--- src/rtl/pipe_pkg.sv ---
// Shared definitions for the elastic inter-stage pipeline registers of the 5-stage core.
package pipe_pkg;

  typedef enum logic [1:0] {
    EMPTY = 2'd0,
    BUSY  = 2'd1,
    FULL  = 2'd2
  } pipe_state_e;

  localparam int DEF_DATA_W   = 32;
  localparam int DEF_DATA_N   = 2;
  localparam int DEF_TAG_W    = 5;

  localparam int IF_ID_CTRL_W = 1;
  localparam int ID_EX_CTRL_W = 8;
  localparam int EX_M_CTRL_W  = 4;
  localparam int M_WB_CTRL_W  = 2;

  // The state encoding doubles as the entry count.
  function automatic logic [1:0] occ_of(input pipe_state_e s);
    return s;
  endfunction

endpackage

--- src/rtl/pipe_entry.sv ---
// One ctrl/data/tag holding register; clear kills the ctrl bits but keeps data and tag.
module pipe_entry #(
  parameter int CTRL_W    = 2,
  parameter int DATA_BITS = 64,
  parameter int TAG_W     = 5
) (
  input  logic                 clk,
  input  logic                 rst,
  input  logic                 load_i,
  input  logic                 clear_i,
  input  logic [CTRL_W-1:0]    ctrl_i,
  input  logic [DATA_BITS-1:0] data_i,
  input  logic [TAG_W-1:0]     tag_i,
  output logic [CTRL_W-1:0]    ctrl_o,
  output logic [DATA_BITS-1:0] data_o,
  output logic [TAG_W-1:0]     tag_o
);

  logic [CTRL_W-1:0]    ctrl_q;
  logic [DATA_BITS-1:0] data_q;
  logic [TAG_W-1:0]     tag_q;

  always_ff @(posedge clk) begin
    if (rst) begin
      ctrl_q <= '0;
      data_q <= '0;
      tag_q  <= '0;
    end else if (clear_i) begin
      ctrl_q <= '0;
    end else if (load_i) begin
      ctrl_q <= ctrl_i;
      data_q <= data_i;
      tag_q  <= tag_i;
    end
  end

  assign ctrl_o = ctrl_q;
  assign data_o = data_q;
  assign tag_o  = tag_q;

endmodule

--- src/rtl/pipe_skid_reg.sv ---
// Elastic pipeline register: valid/ready handshake, two-entry skid buffer, flush kills ctrl bits.
//   state | meaning
//   EMPTY | no entry held, out_valid=0
//   BUSY  | main entry valid, skid empty
//   FULL  | main and skid both valid, in_ready=0
module pipe_skid_reg
  import pipe_pkg::*;
#(
  parameter int DATA_W = DEF_DATA_W,
  parameter int DATA_N = DEF_DATA_N,
  parameter int CTRL_W = M_WB_CTRL_W,
  parameter int TAG_W  = DEF_TAG_W
) (
  input  logic                     clk,
  input  logic                     rst,
  input  logic                     flush,
  input  logic                     in_valid,
  output logic                     in_ready,
  input  logic [CTRL_W-1:0]        in_ctrl,
  input  logic [DATA_N*DATA_W-1:0] in_data,
  input  logic [TAG_W-1:0]         in_tag,
  output logic                     out_valid,
  input  logic                     out_ready,
  output logic [CTRL_W-1:0]        out_ctrl,
  output logic [DATA_N*DATA_W-1:0] out_data,
  output logic [TAG_W-1:0]         out_tag,
  output logic [1:0]               occ
);

  localparam int DB = DATA_N * DATA_W;

  pipe_state_e state_q, state_d;
  logic        in_ready_q, in_ready_d;
  logic        accept, drain;
  logic        ld_main, main_from_skid, clr_main;
  logic        ld_skid, clr_skid;

  logic [CTRL_W-1:0] skid_ctrl, main_ctrl_d;
  logic [DB-1:0]     skid_data, main_data_d;
  logic [TAG_W-1:0]  skid_tag,  main_tag_d;

  assign out_valid = (state_q != EMPTY);
  assign accept    = in_valid & in_ready_q;
  assign drain     = out_valid & out_ready;

  always_comb begin
    state_d        = state_q;
    ld_main        = 1'b0;
    main_from_skid = 1'b0;
    clr_main       = 1'b0;
    ld_skid        = 1'b0;
    clr_skid       = 1'b0;
    if (flush) begin
      state_d  = EMPTY;
      clr_main = 1'b1;
      clr_skid = 1'b1;
    end else begin
      case (state_q)
        EMPTY: if (accept) begin
          state_d = BUSY;
          ld_main = 1'b1;
        end
        BUSY: begin
          if (accept && drain) begin
            ld_main = 1'b1;
          end else if (accept) begin
            state_d = FULL;
            ld_skid = 1'b1;
          end else if (drain) begin
            state_d  = EMPTY;
            clr_main = 1'b1;
          end
        end
        FULL: if (drain) begin
          state_d        = BUSY;
          ld_main        = 1'b1;
          main_from_skid = 1'b1;
          clr_skid       = 1'b1;
        end
        default: begin
          state_d  = EMPTY;
          clr_main = 1'b1;
          clr_skid = 1'b1;
        end
      endcase
    end
    in_ready_d = (state_d != FULL);
  end

  always_ff @(posedge clk) begin
    if (rst) begin
      state_q    <= EMPTY;
      in_ready_q <= 1'b1;
    end else begin
      state_q    <= state_d;
      in_ready_q <= in_ready_d;
    end
  end

  assign main_ctrl_d = main_from_skid ? skid_ctrl : in_ctrl;
  assign main_data_d = main_from_skid ? skid_data : in_data;
  assign main_tag_d  = main_from_skid ? skid_tag  : in_tag;

  pipe_entry #(.CTRL_W(CTRL_W), .DATA_BITS(DB), .TAG_W(TAG_W)) u_main (
    .clk     (clk),
    .rst     (rst),
    .load_i  (ld_main),
    .clear_i (clr_main),
    .ctrl_i  (main_ctrl_d),
    .data_i  (main_data_d),
    .tag_i   (main_tag_d),
    .ctrl_o  (out_ctrl),
    .data_o  (out_data),
    .tag_o   (out_tag)
  );

  pipe_entry #(.CTRL_W(CTRL_W), .DATA_BITS(DB), .TAG_W(TAG_W)) u_skid (
    .clk     (clk),
    .rst     (rst),
    .load_i  (ld_skid),
    .clear_i (clr_skid),
    .ctrl_i  (in_ctrl),
    .data_i  (in_data),
    .tag_i   (in_tag),
    .ctrl_o  (skid_ctrl),
    .data_o  (skid_data),
    .tag_o   (skid_tag)
  );

  assign in_ready = in_ready_q;
  assign occ      = occ_of(state_q);

endmodule

--- config.mk ---
export PLATFORM = sky130hd
export DESIGN_NAME = pipe_skid_reg
export DESIGN_NICKNAME = d
export VERILOG_FILES = /design/src/rtl/pipe_pkg.sv /design/src/rtl/pipe_entry.sv /design/src/rtl/pipe_skid_reg.sv
export SDC_FILE = /design/constraint.sdc
export NUM_CORES = 1
export LEC_CHECK = 0
export ABC_AREA = 1
export CAP_MARGIN = 30
export CORE_ASPECT_RATIO = 0.9
export CORE_MARGIN = 4
export CORE_UTILIZATION = 52
export DETAILED_ROUTE_END_ITERATION = 8
export PLACE_DENSITY = 0.81
export SETUP_SLACK_MARGIN = 0.2
export SYNTH_ARGS = -nofsm -noshare
export SYNTH_HDL_FRONTEND = slang
export SYNTH_HIERARCHICAL = 1
export SYNTH_SLANG_ARGS = --single-unit
export TNS_END_PERCENT = 30
--- constraint.sdc ---
create_clock -name clk -period 2.3 [get_ports clk]
set_input_delay 0.345 -clock clk [delete_from_list [all_inputs] [get_ports clk]]
set_output_delay 0.345 -clock clk [all_outputs]
set_load 0.005 [all_outputs]
==> flow_metrics.tcl, run 1 <==
set metrics [dict create \
    maxCapViolations 0 \
    setup_tns_ps 0 \
    dieArea_um2 15700 \
    place_congestion 0.840 \
    grt.total_usage_pct 24.6 \
    grt_use_met3_pct 6.38 \
    via_per_inst 5.03 \
    yosysTopAreaCellShare_pct 40.5 \
    synthesis.area_um2 7170 \
    synth_cells 1181 \
    drtIter0Drc 506 \
    async_flop_share_pct 0 \
    numCtsBuffers 17 \
    tightest_slew_ps 846 \
    syn_avg_cell_area_um2 6.07 \
    diodes 0 \
    synthTopCellsByArea "dfxtp_1 (40%), nand2_1 (15%), nor2_1 (15%)" \
    clock-sinks 145 \
    grt_pass1_wl_um 32100 \
    timing.final.crit_share_pct 85.7 \
    route.detailed.drc 0 \
    hold_buffers 0 \
    place_ws_ps 67.9 \
    clock_skew_ps 7.03 \
    arrival_ps 1630 \
    grt_util_met2_pct 41.6 \
    vias 7447 \
    io_buffers 150 \
    grt_max_degree 73 \
    status "completed" \
    crit_type "reg2out" \
    seq_area_frac_synth_pct 40.5 \
    die_x_um 132 \
    cts-root-buf "clkbuf_16" \
    use_met1_pct 29.6 \
    n_fill_cell 1168 \
    areaGrowthSynthToFinish_pct 32.4 \
    start_util_pct 53.5 \
    cp.required_ps 1960 \
    ys_top_cells_by_count "nand2_1 (289), nor2_1 (289), nand3_1 (212), dfxtp_1 (145), inv_1 (144)" \
    yosys_warnings 6 \
    final-instance-count-excl-fill 1481 \
    crit_chain "inv_1 -> nand2_1 -> clkdlybuf4s50_1" \
    critPathSlowestCell "clkdlybuf4s50_1" \
    synth-edff-count 0 \
    place_inst 1449 \
    synth-seq-cells 145 \
    drive_gt1_share_pct 5.33 \
    timing.fmax_ghz 0.507 \
    synth_top_cell_by_area "dfxtp_1" \
    synth_cell_types 17 \
    post-cts-setup-buffer-count 0 \
    tritoncts "yes" \
    wl_um 19400 \
    core_area_um2 13400 \
    fin_ws_ps 330 \
    clock_path_buffers 2 \
    critical_path_buf_inv_count 2 \
    ant_nets 0 \
    post_cts_resized 0 \
    io_pins 151 \
    layout_min_cycle_time_ps 1970 \
    synth_nets 1257 \
    drv_slew 0 \
    nNetsFinal 1376 \
    synthFlopType "dfxtp_1" \
    drt-wirelength-per-cell_um 13.1 \
    setup_viol 0 \
    clkTransAtPathRegs_ps 50 \
    insertion_delay_ps 420 \
    grt_pass1_vias 6919 \
    ctsHtreeMaxLevel 4 \
    overflow 0 \
    crit_family "buffers and inverters" \
    irDropWorstVdd_mv 0.497 \
    grt-busiest-layer "met2" \
    hold_violations 0 \
    endpoint_kind "output port" \
    crit_path_start_kind "flop" \
    critPathMaxStageDelay_ps 550 \
    antenna_found_initial 0 \
    relSlewSlack_pct 43.6 \
    drtPass1Iterations 6 \
    die_h_um 119 \
    critical_path.max_fanout 5 \
    hold_path_class "reg2reg" \
    rsz0062_at_grt "no" \
    dp_hpwl_um 12300 \
    p_per_area_nw_per_um2 651 \
    rows 40 \
    cellLeakagePower_nw 4.58 \
]
## worst reg2reg max path: stages (launching register included)
cell     delay (ps)
dfxtp_1         350
inv_1           150
nand2_1         130
a21oi_1         220
inv_1           100
nor2_4          160
inv_2            80
nor2_4          130
buf_12          240
nor2_1          100
nor2_1          140
## stage by stage
step	hold slack, ps	power [W]	util [%]	area, um2
final	476	0.00619	70.8	9500
after floorplan	417	0.00311	-	7170
after global routing	490	0.00643	70.8	9500
after CTS	473	0.00624	70.8	9500
after global placement	461	0.00352	66.5	8920
after detailed placement	466	0.00353	66.5	8920
## layout by cell type, fill, tap and decap left out
master           instances
nor2_4                   4
clkbuf_8                 4
o31ai_1                  1
clkbuf_1                 6
o21ai_0                  5
clkinv_2                 3
dfxtp_1                145
nand3_1                212
nand2_2                  1
clkdlybuf4s50_1        150
inv_1                  143
o211ai_1                 1
a21oi_1                  3
buf_12                  13
nand2_1                289
nor2_1                 288
buf_4                   17
inv_2                    8
clkbuf_16               17
o21ai_4                  1
bufinv_16                2
## cell families (layout without fill, tap and decap cells)
logic type	count (synthesis)	after routing	synth area share (%)
DFF	145	145	40.5
and+or+nand+nor	794	794	45.6
buffers and inverters	231	363	13.1
AOI/OAI and AO/OA	11	11	0.837
## cell type report
cell class,instances,area [um2],share of cell area [%]
Clock buffer,27,503,5.30
Clock inverter,5,75.1,0.791
Inverter,151,567,5.97
Multi-Input combinational cell,805,3350,35.3
Sequential cell,145,2900,30.6
Tap cell,168,210,2.21
Timing Repair Buffer,180,1890,19.9
## flip-flops by register name (all words and copies together), names as in the netlist
name           cells
occ                2
u_skid/data_o     64
in_ready           1
u_main/data_o     64
u_skid/ctrl_o      2
u_skid/tag_o       5
u_main/tag_o       5
u_main/ctrl_o      2
## per-layer routing
metal	wire length, um	vias to the layer above	part of all wire (%)
met5	0	-	0
met4	420	0	2.2
met3	1280	36	6.6
met2	9250	262	48
met1	8420	3346	43
li1	-	3803	-
## worst paths after layout
| path | startpoint | to | slack, ps | cells past startpoint |
|---|---|---|---|---|
| worst max-delay path | occ[1]$_SDFF_PP0_ | out_valid | 330 | 3 |
| worst min-delay path | u_skid/ctrl_o[1]$_SDFFE_PP0P_ | u_skid/ctrl_o[1]$_SDFFE_PP0P_ | 480 | 2 |
| worst max register to register | occ[1]$_SDFF_PP0_ | u_skid/data_o[45]$_SDFFE_PP0P_ | 440 | 10 |
| worst min register to register | u_skid/ctrl_o[1]$_SDFFE_PP0P_ | u_skid/ctrl_o[1]$_SDFFE_PP0P_ | 480 | 2 |
## power breakdown
group	internal (W)	switching [W]	leakage, nW	total [W]
Clock	0.00171	0.000997	0.285	0.00270
Sequential	0.00260	0.0000432	1.18	0.00264
Combinational	0.000411	0.000430	3.12	0.000841
(Power assumes the default switching activity.)
==> run 2: changes to the inputs <==
--- a/config.mk
+++ b/config.mk
@@ -8,7 +8,6 @@
 export ABC_AREA = 1
 export CAP_MARGIN = 30
 export CORE_ASPECT_RATIO = 0.9
-export CORE_MARGIN = 4
 export CORE_UTILIZATION = 52
 export DETAILED_ROUTE_END_ITERATION = 8
 export PLACE_DENSITY = 0.81
==> constraint.sdc (replaced) <==
create_clock -name clk -period 1.94 [get_ports clk]
set_input_delay 0.291 -clock clk [delete_from_list [all_inputs] [get_ports clk]]
set_output_delay 0.291 -clock clk [all_outputs]
set_load 0.005 [all_outputs]
==> run 2 against run 1 <==
Net effect:
- first-iteration DRC count increased by 62%
- clock skew decreased by 0.72 ps
- global-route usage increased by 3.2 points
- sequential power increased by 19%
- power increased by 21%
- critical path depth increased by 8
- design area increased by 1.9%
- clock power increased by 23%
- setup slack got worse by 120 ps
- register-to-register slack got worse by 230 ps
- critical path type is now reg2reg
- largest cell class unchanged
==> flow_metrics.tcl, run 2 (same netlist as run 1, synthesis figures left out) <==
set metrics [dict create \
    p_per_area_nw_per_um2 771 \
    drive_gt1_share_pct 7.23 \
    crit_type "reg2reg" \
    place_area_um2 8970 \
    cp.required_ps 2300 \
    crit_family "buffers and inverters" \
    critical_path.max_fanout 13 \
    final-instance-count-excl-fill 1495 \
    critPathSlowestCell "dfxtp_4" \
    critPathMaxStageDelay_ps 370 \
    overflow 0 \
    hold_violations 0 \
    irDropWorstVdd_mv 0.585 \
    stdcell_area_um2 9670 \
    numCtsBuffers 17 \
    grt.total_usage_pct 27.8 \
    dp_hpwl_um 12200 \
    drtPass1Iterations 5 \
    insertion_delay_ps 430 \
    final_cell_mix "nor2_1 (288), nand2_1 (287), nand3_1 (211), clkdlybuf4s50_1 (149), dfxtp_1 (143)" \
    die_h_um 113 \
    wl_um 20000 \
    areaGrowthSynthToFinish_pct 34.9 \
    cellLeakagePower_nw 4.68 \
    cts-root-buf "clkbuf_16" \
    clkTransAtPathRegs_ps 60 \
    grt_max_degree 50 \
    tightest_slew_ps 539 \
    multi_input_area_um2 3370 \
    drtIter0Drc 821 \
    route.detailed.drc 0 \
    place_ws_ps -165 \
    clock_path_buffers 2 \
    clock_skew_ps 6.30 \
    fin_ws_ps 212 \
    rows 40 \
    diodes 0 \
    seqCellArea_um2 2910 \
    place_inst 1460 \
    maxCapViolations 0 \
    n_fill_cell 1138 \
    via_per_inst 5.04 \
    final_common_cell "nor2_1" \
    timing.final.crit_share_pct 89.1 \
    grt_pass1_wl_um 32200 \
    grt_pass1_vias 6691 \
    antenna_found_initial 0 \
    hold_buffers 0 \
    ctsHtreeMaxLevel 4 \
    drt-wirelength-per-cell_um 13.4 \
    dieArea_um2 14300 \
    clock-sinks 145 \
    drv_slew 0 \
    start_util_pct 53.5 \
    status "completed" \
    crit_path_start_kind "flop" \
    arrival_ps 2090 \
    setup_viol 0 \
    ant_nets 0 \
    nNetsFinal 1391 \
    timing.fmax_ghz 0.579 \
    critical_path_buf_inv_count 5 \
    vias 7542 \
    relSlewSlack_pct 64.1 \
    tritoncts "yes" \
    io_buffers 150 \
    layout_min_cycle_time_ps 1730 \
    core_area_um2 13400 \
    place_congestion 0.806 \
    crit_chain "inv_4 -> nand2_2 -> a21oi_2 -> inv_1 -> nor2_4 -> inv_2 -> nor2_4 -> buf_12 -> clkbuf_16 -> nor2_1 -> nor2_1" \
    rsz0062_at_grt "yes" \
    io_pins 151 \
    hold_path_class "reg2reg" \
    endpoint_kind "flop" \
    die_x_um 126 \
]
==> run 2: worst paths after layout <==
kind / from / cells after the start / slack [ps] / to
setup / recovery: occ[0]$_SDFF_PP0_ / 11 / 210 / u_skid/data_o[56]$_SDFFE_PP0P_
hold / removal: u_skid/data_o[11]$_SDFFE_PP0P_ / 2 / 480 / u_skid/data_o[11]$_SDFFE_PP0P_
setup reg to reg: occ[0]$_SDFF_PP0_ / 11 / 210 / u_skid/data_o[56]$_SDFFE_PP0P_
hold reg to reg: u_skid/data_o[11]$_SDFFE_PP0P_ / 2 / 480 / u_skid/data_o[11]$_SDFFE_PP0P_
==> run 2: routing by layer <==
layer  vias to the layer above  wire, um  track usage [%]
met5                         -         0                0
met4                         0       383             11.6
met3                        32      1430             5.82
met2                       310      9540             45.5
met1                      3370      8690             36.0
li1                       3830         -                -
==> run 2: what timing repair did <==
| item | CTS | global route |
|---|---|---|
| resized for setup | 4 | 8 |
| setup buffers | 1 | 1 |
| pin swaps | 0 | 3 |
| gates cloned | 0 | 2 |
| endpoints found under the setup margin | 1 | 119 |
==> run 2: layout make-up <==
class                           instances  area share (%)
Clock buffer                           20            4.72
Clock inverter                         11            1.42
Inverter                              151            5.88
Multi-Input combinational cell        805            34.8
Sequential cell                       145            30.1
Tap cell                              168            2.17
Timing Repair Buffer                  195            20.9
==> run 2: through the flow <==
step                utilization, %  hold slack (ps)  setup TNS, ps  power (W)
floorplan                        -              356              0    0.00369
finish                        72.1              482              0    0.00746
CTS                           71.4              484              0    0.00747
detailed placement            66.9              471         -11240    0.00419
global route                  72.1              497              0    0.00775
global placement              66.9              461          -8230    0.00418
==> run 2: tightest hold or removal path, cell delays in order, from the launching register on <==
cell and delay (ps):
dfxtp_1 320, nor2_1 50, nor2_1 80
==> run 2: report_power, final <==
part / switching (W) / internal, W
Clock: 0.00124 / 0.00207
Combinational: 0.000522 / 0.000499
Sequential: 0.0000544 / 0.00308
